[src/rtl/bram_axi_master_if.sv]
// ============================================================================
// Module   : AXI_BUS
// Brief    : AXI4 bus bundle with initiator (Master) and target (Slave) views.
// Revision : 1.0 - initial release
// ============================================================================
`default_nettype none

interface AXI_BUS #(
  parameter int unsigned AXI_ADDR_WIDTH = 32,
  parameter int unsigned AXI_DATA_WIDTH = 64,
  parameter int unsigned AXI_ID_WIDTH   = 4,
  parameter int unsigned AXI_USER_WIDTH = 1
);
  localparam int unsigned AXI_STRB_WIDTH = AXI_DATA_WIDTH / 8;

  logic [AXI_ID_WIDTH-1:0]   aw_id;
  logic [AXI_ADDR_WIDTH-1:0] aw_addr;
  logic [7:0]                aw_len;
  logic [2:0]                aw_size;
  logic [1:0]                aw_burst;
  logic                      aw_lock;
  logic [3:0]                aw_cache;
  logic [2:0]                aw_prot;
  logic [3:0]                aw_qos;
  logic [3:0]                aw_region;
  logic [AXI_USER_WIDTH-1:0] aw_user;
  logic                      aw_valid;
  logic                      aw_ready;

  logic [AXI_DATA_WIDTH-1:0] w_data;
  logic [AXI_STRB_WIDTH-1:0] w_strb;
  logic                      w_last;
  logic [AXI_USER_WIDTH-1:0] w_user;
  logic                      w_valid;
  logic                      w_ready;

  logic [AXI_ID_WIDTH-1:0]   b_id;
  logic [1:0]                b_resp;
  logic [AXI_USER_WIDTH-1:0] b_user;
  logic                      b_valid;
  logic                      b_ready;

  logic [AXI_ID_WIDTH-1:0]   ar_id;
  logic [AXI_ADDR_WIDTH-1:0] ar_addr;
  logic [7:0]                ar_len;
  logic [2:0]                ar_size;
  logic [1:0]                ar_burst;
  logic                      ar_lock;
  logic [3:0]                ar_cache;
  logic [2:0]                ar_prot;
  logic [3:0]                ar_qos;
  logic [3:0]                ar_region;
  logic [AXI_USER_WIDTH-1:0] ar_user;
  logic                      ar_valid;
  logic                      ar_ready;

  logic [AXI_ID_WIDTH-1:0]   r_id;
  logic [AXI_DATA_WIDTH-1:0] r_data;
  logic [1:0]                r_resp;
  logic                      r_last;
  logic [AXI_USER_WIDTH-1:0] r_user;
  logic                      r_valid;
  logic                      r_ready;

  modport Master (
    output aw_id, aw_addr, aw_len, aw_size, aw_burst, aw_lock, aw_cache, aw_prot,
           aw_qos, aw_region, aw_user, aw_valid,
    input  aw_ready,
    output w_data, w_strb, w_last, w_user, w_valid,
    input  w_ready,
    input  b_id, b_resp, b_user, b_valid,
    output b_ready,
    output ar_id, ar_addr, ar_len, ar_size, ar_burst, ar_lock, ar_cache, ar_prot,
           ar_qos, ar_region, ar_user, ar_valid,
    input  ar_ready,
    input  r_id, r_data, r_resp, r_last, r_user, r_valid,
    output r_ready
  );

  modport Slave (
    input  aw_id, aw_addr, aw_len, aw_size, aw_burst, aw_lock, aw_cache, aw_prot,
           aw_qos, aw_region, aw_user, aw_valid,
    output aw_ready,
    input  w_data, w_strb, w_last, w_user, w_valid,
    output w_ready,
    output b_id, b_resp, b_user, b_valid,
    input  b_ready,
    input  ar_id, ar_addr, ar_len, ar_size, ar_burst, ar_lock, ar_cache, ar_prot,
           ar_qos, ar_region, ar_user, ar_valid,
    output ar_ready,
    output r_id, r_data, r_resp, r_last, r_user, r_valid,
    input  r_ready
  );
endinterface

`default_nettype wire

[src/rtl/bram_axi_master.sv]
// ============================================================================
// Module   : bram_axi_master
// Brief    : BRAM-style request port to single-beat AXI4 initiator.
//            Optional macro BRAM_AXI_MASTER_TRACE_EN enables last_addr_o trace.
// Revision : 1.0 - initial release
// ============================================================================
`default_nettype none

module bram_axi_master #(
  parameter int unsigned AXI_ID_WIDTH   = 4,
  parameter int unsigned AXI_ADDR_WIDTH = 32,
  parameter int unsigned AXI_DATA_WIDTH = 64,
  parameter int unsigned AXI_USER_WIDTH = 1,
  parameter int unsigned AXI_ID         = 0
) (
  input  logic                        clk_i,
  input  logic                        rst,
  input  logic                        req_i,
  input  logic [AXI_DATA_WIDTH/8-1:0] we_i,
  input  logic [AXI_ADDR_WIDTH-1:0]   addr_i,
  input  logic [AXI_DATA_WIDTH-1:0]   wdata_i,
  output logic                        gnt_o,
  output logic                        rvalid_o,
  output logic [AXI_DATA_WIDTH-1:0]   rdata_o,
  output logic                        err_o,
  output logic [AXI_ADDR_WIDTH-1:0]   last_addr_o,
  AXI_BUS.Master                      master
);
  localparam int unsigned            C_STRB_W = AXI_DATA_WIDTH / 8;
  localparam logic [AXI_ID_WIDTH-1:0] C_ID    = AXI_ID_WIDTH'(AXI_ID);
  localparam logic [2:0]             C_SIZE   = 3'($clog2(C_STRB_W));
  localparam logic [1:0]             C_INCR   = 2'b01;

  localparam logic [2:0] ST_IDLE    = 3'd0;
  localparam logic [2:0] ST_WR      = 3'd1;
  localparam logic [2:0] ST_WR_RESP = 3'd2;
  localparam logic [2:0] ST_RD_ADDR = 3'd3;
  localparam logic [2:0] ST_RD_DATA = 3'd4;

  logic [2:0]                r_state;
  logic [AXI_ADDR_WIDTH-1:0] r_addr;
  logic [C_STRB_W-1:0]       r_we;
  logic [AXI_DATA_WIDTH-1:0] r_wdata;
  logic                      r_aw_valid;
  logic                      r_w_valid;
  logic                      r_ar_valid;
  logic                      r_rvalid;
  logic                      r_err;
  logic [AXI_DATA_WIDTH-1:0] r_rdata;

  logic w_gnt;
  logic w_aw_done;
  logic w_w_done;
  logic w_unused_bits;

  // rst is folded in so the grant disappears the instant reset is asserted.
  assign w_gnt     = req_i & (r_state == ST_IDLE) & ~rst;
  assign w_aw_done = ~r_aw_valid | master.aw_ready;
  assign w_w_done  = ~r_w_valid | master.w_ready;

  always_ff @(posedge clk_i or posedge rst) begin
    if (rst) begin
      r_state    <= ST_IDLE;
      r_addr     <= '0;
      r_we       <= '0;
      r_wdata    <= '0;
      r_aw_valid <= 1'b0;
      r_w_valid  <= 1'b0;
      r_ar_valid <= 1'b0;
      r_rvalid   <= 1'b0;
      r_err      <= 1'b0;
      r_rdata    <= '0;
    end else begin
      r_rvalid <= 1'b0;
      case (r_state)
        ST_IDLE: begin
          if (w_gnt) begin
            r_addr  <= addr_i;
            r_we    <= we_i;
            r_wdata <= wdata_i;
            if (|we_i) begin
              r_state    <= ST_WR;
              r_aw_valid <= 1'b1;
              r_w_valid  <= 1'b1;
            end else begin
              r_state    <= ST_RD_ADDR;
              r_ar_valid <= 1'b1;
            end
          end
        end
        ST_WR: begin
          // AW and W retire independently; move on once neither is pending.
          if (r_aw_valid && master.aw_ready) r_aw_valid <= 1'b0;
          if (r_w_valid && master.w_ready)   r_w_valid  <= 1'b0;
          if (w_aw_done && w_w_done)         r_state    <= ST_WR_RESP;
        end
        ST_WR_RESP: begin
          if (master.b_valid) begin
            r_state  <= ST_IDLE;
            r_rvalid <= 1'b1;
            r_err    <= master.b_resp[1];
          end
        end
        ST_RD_ADDR: begin
          if (master.ar_ready) begin
            r_ar_valid <= 1'b0;
            r_state    <= ST_RD_DATA;
          end
        end
        ST_RD_DATA: begin
          if (master.r_valid && master.r_last) begin
            r_state  <= ST_IDLE;
            r_rvalid <= 1'b1;
            r_err    <= master.r_resp[1];
            r_rdata  <= master.r_data;
          end
        end
        default: r_state <= ST_IDLE;
      endcase
    end
  end

`ifdef BRAM_AXI_MASTER_TRACE_EN
  logic [AXI_ADDR_WIDTH-1:0] r_last_addr;

  always_ff @(posedge clk_i or posedge rst) begin
    if (rst) begin
      r_last_addr <= '0;
    end else if (w_gnt) begin
      r_last_addr <= addr_i;
    end
  end

  assign last_addr_o = r_last_addr;
`else
  assign last_addr_o = '0;
`endif

  assign gnt_o    = w_gnt;
  assign rvalid_o = r_rvalid;
  assign rdata_o  = r_rdata;
  assign err_o    = r_err;

  assign master.aw_id     = C_ID;
  assign master.aw_addr   = r_addr;
  assign master.aw_len    = 8'd0;
  assign master.aw_size   = C_SIZE;
  assign master.aw_burst  = C_INCR;
  assign master.aw_lock   = 1'b0;
  assign master.aw_cache  = 4'd0;
  assign master.aw_prot   = 3'd0;
  assign master.aw_qos    = 4'd0;
  assign master.aw_region = 4'd0;
  assign master.aw_user   = '0;
  assign master.aw_valid  = r_aw_valid;

  assign master.w_data  = r_wdata;
  assign master.w_strb  = r_we;
  assign master.w_last  = 1'b1;
  assign master.w_user  = '0;
  assign master.w_valid = r_w_valid;

  assign master.b_ready = (r_state == ST_WR_RESP);

  assign master.ar_id     = C_ID;
  assign master.ar_addr   = r_addr;
  assign master.ar_len    = 8'd0;
  assign master.ar_size   = C_SIZE;
  assign master.ar_burst  = C_INCR;
  assign master.ar_lock   = 1'b0;
  assign master.ar_cache  = 4'd0;
  assign master.ar_prot   = 3'd0;
  assign master.ar_qos    = 4'd0;
  assign master.ar_region = 4'd0;
  assign master.ar_user   = '0;
  assign master.ar_valid  = r_ar_valid;

  assign master.r_ready = (r_state == ST_RD_DATA);

  // Response IDs, user bits and resp[0] carry nothing this initiator acts on.
  assign w_unused_bits = ^{master.b_id, master.b_user, master.b_resp[0],
                           master.r_id, master.r_user, master.r_resp[0]};

endmodule

`default_nettype wire

[src/flat_wrapper.sv]
// flat-port wrapper written by rule: the top's interface ports become plain ports
module bram_axi_master_flat 
#(
  parameter int unsigned AXI_ID_WIDTH   = 4,
  parameter int unsigned AXI_ADDR_WIDTH = 32,
  parameter int unsigned AXI_DATA_WIDTH = 64,
  parameter int unsigned AXI_USER_WIDTH = 1,
  parameter int unsigned AXI_ID         = 0
)
  (clk_i, rst, req_i, we_i, addr_i, wdata_i, gnt_o, rvalid_o, rdata_o, err_o, last_addr_o, master_aw_id, master_aw_addr, master_aw_len, master_aw_size, master_aw_burst, master_aw_lock, master_aw_cache, master_aw_prot, master_aw_qos, master_aw_region, master_aw_user, master_aw_valid, master_aw_ready, master_w_data, master_w_strb, master_w_last, master_w_user, master_w_valid, master_w_ready, master_b_id, master_b_resp, master_b_user, master_b_valid, master_b_ready, master_ar_id, master_ar_addr, master_ar_len, master_ar_size, master_ar_burst, master_ar_lock, master_ar_cache, master_ar_prot, master_ar_qos, master_ar_region, master_ar_user, master_ar_valid, master_ar_ready, master_r_id, master_r_data, master_r_resp, master_r_last, master_r_user, master_r_valid, master_r_ready);
  AXI_BUS #(.AXI_ADDR_WIDTH(AXI_ADDR_WIDTH), .AXI_DATA_WIDTH(AXI_DATA_WIDTH), .AXI_ID_WIDTH(AXI_ID_WIDTH), .AXI_USER_WIDTH(AXI_USER_WIDTH)) master_i ();
  input  logic clk_i;
  input  logic rst;
  input  logic req_i;
  input  logic [AXI_DATA_WIDTH/8-1:0] we_i;
  input  logic [AXI_ADDR_WIDTH-1:0] addr_i;
  input  logic [AXI_DATA_WIDTH-1:0] wdata_i;
  output logic gnt_o;
  output logic rvalid_o;
  output logic [AXI_DATA_WIDTH-1:0] rdata_o;
  output logic err_o;
  output logic [AXI_ADDR_WIDTH-1:0] last_addr_o;
  output wire logic [$bits(master_i.aw_id)-1:0] master_aw_id;
  output wire logic [$bits(master_i.aw_addr)-1:0] master_aw_addr;
  output wire logic [$bits(master_i.aw_len)-1:0] master_aw_len;
  output wire logic [$bits(master_i.aw_size)-1:0] master_aw_size;
  output wire logic [$bits(master_i.aw_burst)-1:0] master_aw_burst;
  output wire logic [$bits(master_i.aw_lock)-1:0] master_aw_lock;
  output wire logic [$bits(master_i.aw_cache)-1:0] master_aw_cache;
  output wire logic [$bits(master_i.aw_prot)-1:0] master_aw_prot;
  output wire logic [$bits(master_i.aw_qos)-1:0] master_aw_qos;
  output wire logic [$bits(master_i.aw_region)-1:0] master_aw_region;
  output wire logic [$bits(master_i.aw_user)-1:0] master_aw_user;
  output wire logic [$bits(master_i.aw_valid)-1:0] master_aw_valid;
  input wire logic [$bits(master_i.aw_ready)-1:0] master_aw_ready;
  output wire logic [$bits(master_i.w_data)-1:0] master_w_data;
  output wire logic [$bits(master_i.w_strb)-1:0] master_w_strb;
  output wire logic [$bits(master_i.w_last)-1:0] master_w_last;
  output wire logic [$bits(master_i.w_user)-1:0] master_w_user;
  output wire logic [$bits(master_i.w_valid)-1:0] master_w_valid;
  input wire logic [$bits(master_i.w_ready)-1:0] master_w_ready;
  input wire logic [$bits(master_i.b_id)-1:0] master_b_id;
  input wire logic [$bits(master_i.b_resp)-1:0] master_b_resp;
  input wire logic [$bits(master_i.b_user)-1:0] master_b_user;
  input wire logic [$bits(master_i.b_valid)-1:0] master_b_valid;
  output wire logic [$bits(master_i.b_ready)-1:0] master_b_ready;
  output wire logic [$bits(master_i.ar_id)-1:0] master_ar_id;
  output wire logic [$bits(master_i.ar_addr)-1:0] master_ar_addr;
  output wire logic [$bits(master_i.ar_len)-1:0] master_ar_len;
  output wire logic [$bits(master_i.ar_size)-1:0] master_ar_size;
  output wire logic [$bits(master_i.ar_burst)-1:0] master_ar_burst;
  output wire logic [$bits(master_i.ar_lock)-1:0] master_ar_lock;
  output wire logic [$bits(master_i.ar_cache)-1:0] master_ar_cache;
  output wire logic [$bits(master_i.ar_prot)-1:0] master_ar_prot;
  output wire logic [$bits(master_i.ar_qos)-1:0] master_ar_qos;
  output wire logic [$bits(master_i.ar_region)-1:0] master_ar_region;
  output wire logic [$bits(master_i.ar_user)-1:0] master_ar_user;
  output wire logic [$bits(master_i.ar_valid)-1:0] master_ar_valid;
  input wire logic [$bits(master_i.ar_ready)-1:0] master_ar_ready;
  input wire logic [$bits(master_i.r_id)-1:0] master_r_id;
  input wire logic [$bits(master_i.r_data)-1:0] master_r_data;
  input wire logic [$bits(master_i.r_resp)-1:0] master_r_resp;
  input wire logic [$bits(master_i.r_last)-1:0] master_r_last;
  input wire logic [$bits(master_i.r_user)-1:0] master_r_user;
  input wire logic [$bits(master_i.r_valid)-1:0] master_r_valid;
  output wire logic [$bits(master_i.r_ready)-1:0] master_r_ready;
  assign master_aw_id = master_i.aw_id;
  assign master_aw_addr = master_i.aw_addr;
  assign master_aw_len = master_i.aw_len;
  assign master_aw_size = master_i.aw_size;
  assign master_aw_burst = master_i.aw_burst;
  assign master_aw_lock = master_i.aw_lock;
  assign master_aw_cache = master_i.aw_cache;
  assign master_aw_prot = master_i.aw_prot;
  assign master_aw_qos = master_i.aw_qos;
  assign master_aw_region = master_i.aw_region;
  assign master_aw_user = master_i.aw_user;
  assign master_aw_valid = master_i.aw_valid;
  assign master_i.aw_ready = master_aw_ready;
  assign master_w_data = master_i.w_data;
  assign master_w_strb = master_i.w_strb;
  assign master_w_last = master_i.w_last;
  assign master_w_user = master_i.w_user;
  assign master_w_valid = master_i.w_valid;
  assign master_i.w_ready = master_w_ready;
  assign master_i.b_id = master_b_id;
  assign master_i.b_resp = master_b_resp;
  assign master_i.b_user = master_b_user;
  assign master_i.b_valid = master_b_valid;
  assign master_b_ready = master_i.b_ready;
  assign master_ar_id = master_i.ar_id;
  assign master_ar_addr = master_i.ar_addr;
  assign master_ar_len = master_i.ar_len;
  assign master_ar_size = master_i.ar_size;
  assign master_ar_burst = master_i.ar_burst;
  assign master_ar_lock = master_i.ar_lock;
  assign master_ar_cache = master_i.ar_cache;
  assign master_ar_prot = master_i.ar_prot;
  assign master_ar_qos = master_i.ar_qos;
  assign master_ar_region = master_i.ar_region;
  assign master_ar_user = master_i.ar_user;
  assign master_ar_valid = master_i.ar_valid;
  assign master_i.ar_ready = master_ar_ready;
  assign master_i.r_id = master_r_id;
  assign master_i.r_data = master_r_data;
  assign master_i.r_resp = master_r_resp;
  assign master_i.r_last = master_r_last;
  assign master_i.r_user = master_r_user;
  assign master_i.r_valid = master_r_valid;
  assign master_r_ready = master_i.r_ready;
  bram_axi_master #(.AXI_ID_WIDTH(AXI_ID_WIDTH), .AXI_ADDR_WIDTH(AXI_ADDR_WIDTH), .AXI_DATA_WIDTH(AXI_DATA_WIDTH), .AXI_USER_WIDTH(AXI_USER_WIDTH), .AXI_ID(AXI_ID)) u_core (.clk_i(clk_i), .rst(rst), .req_i(req_i), .we_i(we_i), .addr_i(addr_i), .wdata_i(wdata_i), .gnt_o(gnt_o), .rvalid_o(rvalid_o), .rdata_o(rdata_o), .err_o(err_o), .last_addr_o(last_addr_o), .master(master_i));
endmodule
[config.mk]
export PLATFORM = sky130hd
export DESIGN_NAME = bram_axi_master_flat
export DESIGN_NICKNAME = d
export VERILOG_FILES = /design/src/rtl/bram_axi_master_if.sv /design/src/rtl/bram_axi_master.sv /design/src/flat_wrapper.sv
export SDC_FILE = /design/constraint.sdc
export NUM_CORES = 1
export LEC_CHECK = 0
export CAP_MARGIN = 0
export CORE_AREA = 2 2 192 194
export DETAILED_ROUTE_END_ITERATION = 10
export DIE_AREA = 0 0 194 196
export GPL_ROUTABILITY_DRIVEN = 0
export GPL_TIMING_DRIVEN = 0
export PLACE_DENSITY = 0.49
export RECOVER_POWER = 25
export SYNTH_ARGS = -nofsm -noshare
export SYNTH_HDL_FRONTEND = slang
export SYNTH_SLANG_ARGS = --single-unit
[constraint.sdc]
create_clock -name clk_i -period 5.8 [get_ports clk_i]
set_input_delay 0.58 -clock clk_i [delete_from_list [all_inputs] [get_ports clk_i]]
set_output_delay 0.58 -clock clk_i [all_outputs]
set_load 0.05 [all_outputs]
==> run metrics <==
Detailed Routing Iterations Pass 1 4; Net Sw Power around 4200 uW; Pleak between 0.006 and 0.007 uW; slew margin rel. -88.7%; vias per cell 3.60; syn_area_per_cell 10.2 um2; Crit Path Max Fanout 10; post-synth top area share approximately 57%; Post-Layout Cell Count between 1,500 and 2,000; fill cell count 3,682; Seq/Total Area, Yosys 56.9%; Final Util 36.5%; WL/cell around 15 um; Worst path max stage delay roughly 0.9 ns; sequential power share 25.5%; nets@finish 1,454; DP HPWL 20.4 mm; Die Span X slightly below 200 um; post-detailed-route count of antenna-violating nets 0; Tmin final 3.63 ns; pre-CTS setup slack approximately 2 ns; Starting Density 21.5%; gr ovfl total 0; Post-synth EDFFs 0; core area 36,100 um2; clock-pin slew on the worst setup and hold paths ~0.06 ns; Slew Limit Fails 59; outcome finished, violations left; Most used DFF post-synth dfrtp_1; mapped cell area 7740 um2; # rows 70; combinational share of power between 60% and 70%; largest net degree at the start of global routing 119; Final period util 62.6%; H-tree depth 4; Hold Vio Cnt, Final 0; fraction of layout cells with a size suffix above 1 15.4%; CP Data Required Time 5.22 ns; synth top area cells dfrtp_1 57%, nand2_1 15%, buf_4 13%; Layout area overhead 69.9%; sequential standard cell area 4400 um2; switching portion of total power between 50% and 60%; reported max-cap violation count 1; leading area contributor after synthesis dfrtp_1; I/O Pins 501; final setup fails 0; Die H between 150 and 200 um; initial antenna violation count 1; Buffers on Ports 386; most frequent cell after synthesis nand2_1; Final WS setup 2.17 ns; Buf/Inv on CP 4; Commonest cells post-synth 318 x nand2_1, 176 x dfrtp_1, 139 x buf_4, 60 x mux2_1, 10 x buf_2; initial detailed-routing violation count 194; cell count after synthesis 757; Worst Path Class, Setup in -> out; total detailed-routing wirelength 26.3 mm; post-CTS setup buffers 0; Int Pwr roughly 4000 uW; min-delay worst type reg -> reg; CTS root buf clkbuf_16; die area around 38,000 um2; PD cells 632 nW/um2; placed cell count about 1,700; global-route wire length before repair just under 40 mm; vias in the first global route 6,351; worst ir drop on vdd approximately 330 uV; Startpoint Class input pin; Total GRT Usage between 10% and 20%; Setup crit end kind primary output; worst path cell trace dlygate4sd3_1 > nor2_1 > nand3_2 > inv_2 > buf_2 > clkdlybuf4s50_1; DR vias 6,290; Multi-input gate area 2480 um2; skew final 0.00640 ns; synth warn 0; Max Fclk 0.275 GHz; flops & latches, synth 176; share of total power in the clock network between 10% and 20%; Synth cell types 28; sinks on the clock net 176; Crit path max-delay family buffers and inverters; Clock Path Buffers 2; post-synthesis async set-or-reset flop share 100%; CP arrival 3.05 ns; final hold slack 0.474 ns; DRC Markers 0; hold_buf cts 0; Num CTS Buffers 17; violated checks max-capacitance violations, max-slew violations; RSZ-0062 raised after global routing no; worst skew pair latency 0.44 ns; Resize count post-CTS 0; CTS tree built; slowest CP cell clkdlybuf4s50_1; Slew @ Worst Pin 2.81 ns
path summary, 6_finish.rpt:
kind	from	slack [ns]	cells past startpoint	end
max in group asynchronous	rst	2.88	3	u_core.master.ar_addr[19]$_DFFE_PP0P_
min	u_core.master.w_strb[5]$_DFFE_PP0P_	0.47	2	u_core.master.w_strb[5]$_DFFE_PP0P_
max	rst	2.17	6	gnt_o
min reg2reg	u_core.master.w_strb[5]$_DFFE_PP0P_	0.47	2	u_core.master.w_strb[5]$_DFFE_PP0P_
max reg2reg	u_core.r_state[0]$_DFFE_PP0P_	3.13	6	u_core.rdata_o[48]$_DFFE_PP0P_
min in group asynchronous	rst	1.41	2	u_core.master.w_data[13]$_DFFE_PP0P_
layout make-up:
class	instances	share of cell area (%)
flip-flops and latches	176	33.5
clock buffers	19	3.37
clock inverters	13	1.15
well taps	468	4.45
repair buffers	387	29.6
inverters	6	0.181
diodes	1	0.0190
plain buffers	163	8.97
multi-input cells	512	18.8
through the flow:
| step | total power, uW | setup TNS, ns | instance area, um2 |
|---|---|---|---|
| after global routing | 8720 | 0 | 13200 |
| after detailed placement | 7210 | 0 | 12600 |
| after CTS | 8440 | 0 | 13200 |
| after floorplan | 5400 | 0 | 8120 |
| final | 8320 | 0 | 13200 |
| after global placement | 7190 | -483.27 | 12600 |
cell usage in the layout, fill, tap and decap left out, types with 2 or more instances in the layout:
master and count:
clkbuf_1 11, nand2b_1 2, conb_1 102, buf_4 138
inv_6 4, o21ai_0 5, buf_6 5, bufinv_16 2
mux2_2 6, buf_2 10, dfrtp_1 176, clkinv_2 2
clkinvlp_4 2, nor2_2 2, mux2_1 60, inv_8 2
nor4_1 2, clkbuf_16 17, dlygate4sd3_1 2, inv_1 4
nor2_1 3, and3_1 2, clkdlybuf4s50_1 384, nand2_1 319
cell families after synthesis:
family	Yosys count	synth area share (%)
buf+inv	169	15.8
other cells	2	0.0970
simple gates	334	16.9
compound gates	10	0.792
flops	176	56.9
mux	66	9.60
layer usage:
metal	GRT usage, %	vias to the layer above	wire (um)
met4	3.68	0	325
met2	23.2	273	12900
met3	4.85	13	1930
met1	16.1	2870	11200
li1	-	3134	-
met5	0	-	0
sequential cells by signal (all words and copies together) (netlist names):
register	count
u_core.rvalid_o	1
u_core.r_state	3
u_core.master.ar_addr	32
u_core.master.ar_valid	1
u_core.master.w_data	64
u_core.master.w_valid	1
u_core.master.w_strb	8
u_core.master.aw_valid	1
u_core.rdata_o	64
u_core.err_o	1
power by group through the flow:
stage	Sequential (uW)	Combinational (uW)	Clock (uW)
after floorplan	3990	1400	0
after global placement	2130	5060	0
after detailed placement	2150	5070	0
after CTS	2140	5070	1230
after global routing	2210	5230	1280
final	2120	5010	1190
worst min-delay path, stage by stage (launching register included):
cell and delay [ns]:
dfrtp_1 0.34, nand2_1 0.05, nand2_1 0.05
Note: power is estimated with default switching activity, not from simulation.
